[src/rtl/exc_pkg.sv]
// Shared definitions for the commit-stage exception controller:
// ExcCode values, sequencer states and default vector layout.
package exc_pkg;

    localparam logic [4:0] EXC_INT  = 5'h00;
    localparam logic [4:0] EXC_ADEL = 5'h04;
    localparam logic [4:0] EXC_ADES = 5'h05;
    localparam logic [4:0] EXC_SYS  = 5'h08;
    localparam logic [4:0] EXC_BP   = 5'h09;
    localparam logic [4:0] EXC_RI   = 5'h0a;
    localparam logic [4:0] EXC_OV   = 5'h0c;

    typedef enum logic [1:0] {
        IDLE     = 2'd0,
        FLUSH    = 2'd1,
        REDIRECT = 2'd2
    } state_e;

    localparam logic [31:0] DEF_BEV_BASE = 32'hBFC0_0200;
    localparam logic [31:0] DEF_GEN_OFF  = 32'h0000_0180;
    localparam logic [31:0] DEF_INT_OFF  = 32'h0000_0200;

endpackage

[src/rtl/int_sync.sv]
// Two-flop synchroniser for level-sensitive asynchronous request lines.
// Pulses shorter than two clocks may be missed.
module int_sync #(
    parameter int W = 1
) (
    input  logic         clk,
    input  logic         rst,
    input  logic [W-1:0] d,
    output logic [W-1:0] q
);

    logic [W-1:0] meta_q, meta_d;
    logic [W-1:0] sync_q, sync_d;

    always_comb begin
        meta_d = d;
        sync_d = meta_q;
    end

    always_ff @(posedge clk or posedge rst) begin
        if (rst) begin
            meta_q <= '0;
            sync_q <= '0;
        end else begin
            meta_q <= meta_d;
            sync_q <= sync_d;
        end
    end

    assign q = sync_q;

endmodule

[src/rtl/exception_ctrl.sv]
// Commit-stage exception/interrupt controller: prioritises the committing
// instruction's events, then sequences flush, CP0 strobes and fetch redirect.
module exception_ctrl
    import exc_pkg::*;
#(
    parameter int          N_HW_INT     = 6,
    parameter int          N_SW_INT     = 2,
    parameter int          FLUSH_CYCLES = 2,
    parameter logic [31:0] BEV_BASE     = DEF_BEV_BASE,
    parameter logic [31:0] GEN_OFF      = DEF_GEN_OFF,
    parameter logic [31:0] INT_OFF      = DEF_INT_OFF
) (
    input  logic                         clk,
    input  logic                         rst,
    input  logic                         ex_valid,
    input  logic [31:0]                  pc,
    input  logic                         in_ds,
    input  logic                         iaddr_err,
    input  logic                         ri,
    input  logic                         ov,
    input  logic                         sys,
    input  logic                         bp,
    input  logic                         eret,
    input  logic                         daddr_err,
    input  logic                         mem_we,
    input  logic [31:0]                  mem_vaddr,
    input  logic [N_HW_INT-1:0]          hw_int,
    input  logic [N_SW_INT-1:0]          sw_int,
    input  logic [N_HW_INT+N_SW_INT-1:0] int_mask,
    input  logic                         allow_int,
    input  logic [19:0]                  ebase,
    input  logic [31:0]                  epc_in,
    input  logic                         iv,
    input  logic                         bev,
    output logic [N_HW_INT+N_SW_INT-1:0] cause_ip,
    output logic                         busy,
    output logic                         flush,
    output logic                         cp0_wr_exp,
    output logic                         cp0_clean_exl,
    output logic                         cp0_badv_we,
    output logic [4:0]                   exp_code,
    output logic [31:0]                  exp_epc,
    output logic [31:0]                  exp_bad_vaddr,
    output logic                         redirect_valid,
    output logic [31:0]                  redirect_pc
);

    localparam int CNT_W = (FLUSH_CYCLES > 1) ? $clog2(FLUSH_CYCLES) : 1;

    logic [N_HW_INT-1:0] hw_sync;

    int_sync #(.W(N_HW_INT)) u_int_sync (
        .clk (clk),
        .rst (rst),
        .d   (hw_int),
        .q   (hw_sync)
    );

    assign cause_ip = {hw_sync, sw_int};

    state_e             state_q, state_d;
    logic [CNT_W-1:0]   cnt_q, cnt_d;
    logic [4:0]         code_q, code_d;
    logic [31:0]        epc_q, epc_d;
    logic [31:0]        badv_q, badv_d;
    logic [31:0]        target_q, target_d;
    logic               wr_exp_q, wr_exp_d;
    logic               clean_exl_q, clean_exl_d;
    logic               badv_we_q, badv_we_d;

    logic               int_req;
    logic               any_exc;
    logic [31:0]        vec_base;

    assign int_req  = allow_int & (|(cause_ip & int_mask));
    assign any_exc  = iaddr_err | ri | ov | sys | bp | daddr_err;
    assign vec_base = bev ? BEV_BASE : {ebase, 12'h000};

    always_comb begin
        state_d     = state_q;
        cnt_d       = cnt_q;
        code_d      = code_q;
        epc_d       = epc_q;
        badv_d      = badv_q;
        target_d    = target_q;
        wr_exp_d    = 1'b0;
        clean_exl_d = 1'b0;
        badv_we_d   = 1'b0;

        case (state_q)
            IDLE: begin
                if (ex_valid && (int_req || any_exc || eret)) begin
                    state_d     = FLUSH;
                    cnt_d       = CNT_W'(FLUSH_CYCLES - 1);
                    epc_d       = in_ds ? (pc - 32'd4) : pc;
                    wr_exp_d    = int_req | any_exc;
                    clean_exl_d = ~(int_req | any_exc);
                    target_d    = vec_base + ((int_req && iv) ? INT_OFF : GEN_OFF);
                    // Priority chain: interrupt first, eret only when nothing else fires.
                    if (int_req) begin
                        code_d = EXC_INT;
                    end else if (iaddr_err) begin
                        code_d    = EXC_ADEL;
                        badv_d    = pc;
                        badv_we_d = 1'b1;
                    end else if (ri) begin
                        code_d = EXC_RI;
                    end else if (ov) begin
                        code_d = EXC_OV;
                    end else if (sys) begin
                        code_d = EXC_SYS;
                    end else if (bp) begin
                        code_d = EXC_BP;
                    end else if (daddr_err) begin
                        code_d    = mem_we ? EXC_ADES : EXC_ADEL;
                        badv_d    = mem_vaddr;
                        badv_we_d = 1'b1;
                    end else begin
                        code_d   = 5'h00;
                        target_d = epc_in;
                    end
                end
            end
            FLUSH: begin
                if (cnt_q == '0) begin
                    state_d = REDIRECT;
                end else begin
                    cnt_d = cnt_q - 1'b1;
                end
            end
            REDIRECT: state_d = IDLE;
            default:  state_d = IDLE;
        endcase
    end

    always_ff @(posedge clk or posedge rst) begin
        if (rst) begin
            state_q     <= IDLE;
            cnt_q       <= '0;
            code_q      <= '0;
            epc_q       <= '0;
            badv_q      <= '0;
            target_q    <= '0;
            wr_exp_q    <= 1'b0;
            clean_exl_q <= 1'b0;
            badv_we_q   <= 1'b0;
        end else begin
            state_q     <= state_d;
            cnt_q       <= cnt_d;
            code_q      <= code_d;
            epc_q       <= epc_d;
            badv_q      <= badv_d;
            target_q    <= target_d;
            wr_exp_q    <= wr_exp_d;
            clean_exl_q <= clean_exl_d;
            badv_we_q   <= badv_we_d;
        end
    end

    assign busy           = (state_q != IDLE);
    assign flush          = (state_q != IDLE);
    assign redirect_valid = (state_q == REDIRECT);
    assign redirect_pc    = target_q;
    assign cp0_wr_exp     = wr_exp_q;
    assign cp0_clean_exl  = clean_exl_q;
    assign cp0_badv_we    = badv_we_q;
    assign exp_code       = code_q;
    assign exp_epc        = epc_q;
    assign exp_bad_vaddr  = badv_q;

endmodule

[config.mk]
export PLATFORM = sky130hd
export DESIGN_NAME = exception_ctrl
export DESIGN_NICKNAME = d
export VERILOG_FILES = /design/src/rtl/exc_pkg.sv /design/src/rtl/int_sync.sv /design/src/rtl/exception_ctrl.sv
export SDC_FILE = /design/constraint.sdc
export NUM_CORES = 1
export LEC_CHECK = 0
export BUFFER_PORTS_ARGS = -buffer_cell sky130_fd_sc_hd__buf_2
export CAP_MARGIN = 10
export CORE_UTILIZATION = 48
export DETAILED_ROUTE_END_ITERATION = 10
export PLACE_DENSITY_LB_ADDON = 0.15
export SYNTH_ARGS = -nofsm -noshare
export SYNTH_HDL_FRONTEND = slang
export SYNTH_HIERARCHICAL = 1
export SYNTH_SLANG_ARGS = --single-unit
export TNS_END_PERCENT = 50
[constraint.sdc]
create_clock -name clk -period 3.7 [get_ports clk]
set_input_delay 0.37 -clock clk [delete_from_list [all_inputs] [get_ports clk]]
set_output_delay 0.37 -clock clk [all_outputs]
set_load 0.01 [all_outputs]
After elaboration in Yosys (flattened, before gate mapping)
Index checks and enable logic that the tools add are counted.
{ "classes": {"add_sub_neg": 3, "eq_ne": 8, "n_mux": 43, "n_bitwise": 10, "n_reduce_logical": 13} }
{ "ops": {"columns": ["op", "count"], "rows": [
  ["32-bit 2-to-1 mux", 15],
  ["32-bit by 10-bit adder with 32-bit output", 1],
  ["32-bit by 3-bit subtractor with 32-bit output (second input constant)", 1],
  ["4-bit 2-to-1 mux", 6],
  ["1-bit 2-to-1 mux", 16],
  ["2-bit inequality test (second input constant)", 6],
  ["10-bit 2-to-1 mux", 1],
  ["8-bit AND", 1],
  ["8-bit AND reduction", 1],
  ["8-bit OR reduction", 1],
  ["1-bit bitwise OR", 6],
  ["2-bit AND reduction", 3],
  ["2-bit nonzero test", 3],
  ["2-bit 2-to-1 mux", 2],
  ["2-bit case mux with 2 select lines", 1],
  ["3-bit 2-to-1 mux", 1],
  ["2-bit by 1-bit == test with 1-bit output (second input constant)", 1],
  ["2-bit == test (second input constant)", 1],
  ["1-bit logical AND", 2],
  ["2-bit logical NOT", 1],
  ["1-bit logical OR", 2],
  ["1-bit NOT", 2],
  ["1-bit case mux with 2 select lines", 1],
  ["1-bit AND", 1],
  ["1-bit subtractor (second input constant)", 1]
]} }
{ "word_totals": {"ff_bits": 119, "inputBits": 147, "out_inout_bits": 115, "word_cells": 88} }

Depth between registers and ports, before layout
{ "depth": {"word_depth": 13, "mapped_depth": 8, "depth_no_buf": 7} }

By module
Netlist, hierarchy kept.
{ "by_module_without_submodules": {"columns": ["mod", "n_inst", "cells_each", "area_per_inst_um2", "seq_area_each_um2"], "rows": [
  ["exception_ctrl", 1, 504, 5756.8, 2652.5],
  ["int_sync", 1, 13, 304.0, 300.3]
]} }

Least setup slack after synthesis
No wires, ideal clock.
{ "synth_timing": {"path_kind": "reg2reg", "start": "reg state_q[1]", "end": "reg badv_q[10] (netlist: exp_bad_vaddr[10])", "setup_time_ps": 125, "arrival_ps": 1883, "t_required_ps": 3575, "setup_slack_ps": 1693, "path_stages_with_launch": 6, "n_path_buf": 2, "synth_period_minus_slack_ps": 2007, "cell_sequence": "dfrtp_1 > or3b_1 > buf_2 > nor3_4 > buf_2 > mux2_2"} }
{ "synth_via": {"elab_chain_cells": 2} }
{ "synth_lines": {"columns": ["element", "line_no", "text"], "rows": [
  ["start: declaration", "exception_ctrl.sv:61", "state_e state_q, state_d;"],
  ["start signal: assignment", "exception_ctrl.sv:148", "state_q <= state_d;"],
  ["2-bit logical NOT", "exception_ctrl.sv:90", "case (state_q)"],
  ["8-bit AND reduction (no line)", null, null],
  ["end signal: assignment", "exception_ctrl.sv:152", "badv_q <= badv_d;"],
  ["end: declaration", "exception_ctrl.sv:65", "logic [31:0] badv_q, badv_d;"]
]} }
No other way between the ends.
A chain may end at the register's enable or synchronous reset.

Worst setup path after layout
{ "layout_timing": {"start": "reg state_q[1]", "end": "reg epc_q[5] (netlist: exp_epc[5])"} }
{ "layout_via": {"elab_chain_cells": 2} }
{ "layout_lines": {"columns": ["element", "line_no", "text"], "rows": [
  ["2-bit logical NOT", "exception_ctrl.sv:90", null],
  ["2-bit AND reduction (no line)", null, null],
  ["end signal: assignment", "exception_ctrl.sv:151", "epc_q <= epc_d;"],
  ["end: declaration", "exception_ctrl.sv:64", "logic [31:0] epc_q, epc_d;"]
]} }
No other way between the ends.

==> qor_table.md <==
| Stage | Item | This run |
| --- | --- | --- |
| floorplan | I/O pins | 262 |
| setup path | Crit path cell chain | or3b_1 -> a21oi_2 -> buf_4 -> a21o_2 -> mux2_2 |
| cts | Worst-skew pair later-pin latency | 0.42 ns |
| finish | Fillers | 985 |
| synth | Post-synthesis cell type with the largest combined area | dfrtp_1 |
| timing | Total Negative Setup Slacks | 0 ns |
| floorplan | Die Width | 114 um |
| timing | Slew at the pin with the worst max-slew slack | 1.08 ns |
| timing | Setup slack of the critical path after layout | 0.756 ns |
| route | Total wire length after detailed routing | 16400 um |
| synth | Register area share after synthesis | 48.7% |
| synth | Biggest area contributors in the synthesized netlist | dfrtp_1, mux2_2, a22o_1 |
| global routing | Number of global-route vias before repair | 5160 |
| place | Pre-CTS setup slack | 0.744 ns |
| floorplan | Total die area | 0.0131 mm^2 |
| finish | NumNets Final | 922 |
| cts | Total CTS buffers | 17 |
| route | Routed vias/inst | 5.59 |
| route | Remaining number of nets flagged by the antenna check after routing | 0 |
| pwr | Final total power | 5820 uW |
| route | Remaining design rule violation count | 0 |
| finish | Area growth from synthesis to layout | 33.5% |
| route | Initial DRC Count | 381 |
| synth | EDFF count, synth | 0 |
| timing | Peak clock frequency supported by timing | 340 MHz |
| setup path | Arrival time worst endpoint | 3.25 ns |
| synth | Cell count after synthesis | 517 |
| synth | Mapped cell area | 0.00606 mm^2 |
| setup path | Required time of the critical path | 4.00 ns |
| timing | Number of failing hold endpoints at the final stage | 0 |
| cts | Number of sinks driven by the clock tree | 118 |
| setup path | Register-to-Register Path Depth | 5 |
| synth | Warning count from the yosys run | 6 |
| floorplan | Core Region | 0.0122 mm^2 |
| floorplan | Number of placement rows | 40 |
| floorplan | Die height | 114 um |
| cts | Clock-pin slew on the worst setup and hold paths | 0.05 ns |
| place | Cell count after placement | 921 |
| synth | Ys flop type | dfrtp_1 |
| floorplan | Initial core utilization | 49.8% |
| setup path | Reg2reg end | exp_epc[5] |
| worst hold path | Number of instances on the worst hold path | 1 |
| pwr | Leak | 0.00375 uW |
| setup path | Launch instance of the worst register-to-register path | state_q[1] |
| pwr | PD cells | 719 mW/mm^2 |
| cts | CTS-repair resized insts | 0 |
| global routing | Antenna violations before repair | 0 |
| synth | Post-synth cell types | 55 |
| place | Count of input and output buffers | 260 |
| setup path | Worst setup path class | reg2reg |
| worst hold path | Worst Hold Launch | hw_int[2] |
| synth | Synthesized Nets | 666 |
| global routing | Maximum number of pins on one net before global-route repair | 65 |
| route | WL/cell | 17.2 um |
| route | Pre-Repair DR Iteration Count | 4 |
| timing | Normalized max-slew margin | 27.1% |
| run status | Status | completed |
| synth | Share of async-settable or async-resettable flops after synthesis | 100% |
| cts | Worst-case clock buffer depth | 2 |
| setup path | Critical path launch point type | flop |
| global routing | GRT Util Overall | 26.0% |
| synth | Proportion of netlist area held by the largest area contributor | 48.7% |
| setup path | Worst setup EP type | flop |
| finish | Layout cells sized above 1 | 53.1% |
| cts | TritonCTS clock tree | built |
| timing | Final Slew Violations | 0 |
| global routing | Wire length of the first global-routing pass | 25900 um |
| timing | Setup Skew | 0.00622 ns |
| run | Max-cap violations | 0 |
| pwr | Maximum vdd drop | 0.000424 V |
| timing | RSZ-0062 raised after global routing | no |
| finish | Number of antenna diodes | 0 |
| timing | Total of endpoints with negative setup slack in the final report | 0 |
| timing | Fraction of the cycle the final worst path needs | 79.6% |
| cts | Root buffer selected by CTS | clkbuf_16 |
| setup path | Slowest-stage cell, CP | a21o_2 |
| route | Vias | 5336 |
| place | Global placer's final weighted congestion | 0.823 |
| place | Total half-perimeter wirelength after legalization and detailed placement | 12200 um |
| setup path | R2R Setup Slk | 0.76 ns |
| finish | Fin cells | 954 |
| setup path | Max FO, Critical Path | 45 |
| worst hold path | Class of the tightest hold or removal check | in2reg |
| setup path | Delay of the slowest cell on the worst path | 0.75 ns |
| timing | Post-layout minimum cycle time | 2.94 ns |
| cts | CTS H-Tree Depth | 4 |
| worst hold path | Endpoint, Worst Hold | u_int_sync/meta_q[2] |
| global routing | GR Overflow Total | 0 |
| synth | Synth Area per Inst | 11.7 um^2 |
| cts | Number of post-CTS setup repair buffers | 0 |
| synth | Flip-flop and latch count after synthesis | 118 |
## metrics by stage
| stage | utilization [%] | cell area, um^2 | hold slack, ns |
|---|---|---|---|
| 2_1_floorplan | - | 6060 | 0.235 |
| 3_3_place_gp | 61.6 | 7490 | 0.331 |
| 3_5_place_dp | 61.6 | 7490 | 0.336 |
| 4_1_cts | 66.5 | 8090 | 0.0441 |
| 5_1_grt | 66.5 | 8090 | 0.0473 |
| 6_report | 66.5 | 8090 | 0.0599 |
## logic make-up after synthesis
family | share of synthesized area, %
flip-flops | 48.7
buffers and inverters | 3.76
AO/OA/AOI/OAI | 15.5
XOR/XNOR | 1.88
other | 0.0619
AND/OR/NAND/NOR | 12.3
multiplexers | 17.4
adder cells (fa/ha/maj) | 0.413
## metal layers
| layer | wire length (um) | vias up | GRT usage [%] |
|---|---|---|---|
| met2 | 8320 | 213 | 44.6 |
| met1 | 6660 | 2594 | 31.4 |
| met5 | 0 | - | 0 |
| met3 | 1090 | 24 | 6.14 |
| met4 | 313 | 0 | 10.7 |
| li1 | - | 2505 | - |
## synth_stat cells (all sizes together) (13+ instances only)
master,count
mux2,83
or4,13
nand2,18
o21ai,16
a31oi,16
dfrtp,118
o31ai,15
nand3,13
clkbuf,16
a211oi,16
nor2,22
a22o,17
buf,20
## worst max-delay path by stage
stage / startpoint / to / depth (start not counted)
2_1_floorplan: rst / cnt_q / 1
3_5_place_dp: ex_valid / exp_epc[10] / 6
3_3_place_gp: ex_valid / exp_epc[6] / 6
6_report: state_q[1] / exp_epc[5] / 5
4_1_cts: state_q[1] / exp_epc[5] / 5
5_1_grt: state_q[1] / exp_epc[13] / 5
## worst max-delay path: cells and delay by family (launching register included)
family	cells	cell delay, ns
and+or+nand+nor	1	0.74
AOI/OAI and AO/OA	2	0.98
muxes	1	0.42
DFF	1	0.43
buffers and inverters	1	0.25
## power by group
group | switching [uW] | internal (uW) | total (uW)
clock network | 566 | 1050 | 1620
registers | 298 | 1820 | 2120
logic | 1060 | 1020 | 2080
## state kept, by name, indices dropped and copies added, names as in the netlist
register,count
exp_bad_vaddr,32
exp_epc,32
redirect_pc,32
u_int_sync/meta_q,6
u_int_sync/q,6
exp_code,4
state_q,2
cnt_q,1
cp0_badv_we,1
cp0_clean_exl,1
cp0_wr_exp,1
## final cells by class
cell class                      count  area (um^2)  area share [%]
Multi-Input combinational cell    351         2890            35.8
Clock inverter                      9         98.8            1.22
Timing Repair Buffer              273         1400            17.3
Sequential cell                   118         2950            36.5
Tap cell                          168          210            2.60
Clock buffer                       23          488            6.03
Inverter                           12         47.5           0.588
## placed cells by master (no fill, tap or decap), types with 2 or more instances in the layout
cell	instances
a22o_1	17
bufinv_16	2
or3b_1	2
nor4b_1	2
ha_1	2
a31oi_1	16
nand4b_1	3
clkbuf_16	17
clkinv_2	6
or4_1	11
nand3_1	12
o221a_2	12
xor2_1	3
o221ai_1	5
or2_2	4
nor2_1	21
xnor2_1	10
nor3_1	6
o21ai_0	16
dfrtp_1	118
a211oi_1	16
nand2_1	18
nand4_1	6
a22oi_1	4
or3_1	10
clkbuf_8	4
buf_4	12
o31ai_1	15
buf_2	260
clkbuf_1	2
nor4_4	2
a21oi_1	6
mux2_2	83
nor4_1	4
inv_1	11
a211o_1	10
mux2i_1	12
nor3_2	2
## what timing repair did
item,in CTS,in global routing
hold buffers,1,0
endpoints found under the setup margin,0,0
hold endpoints to repair,12,0
Note: power is estimated with default switching activity, not from simulation.
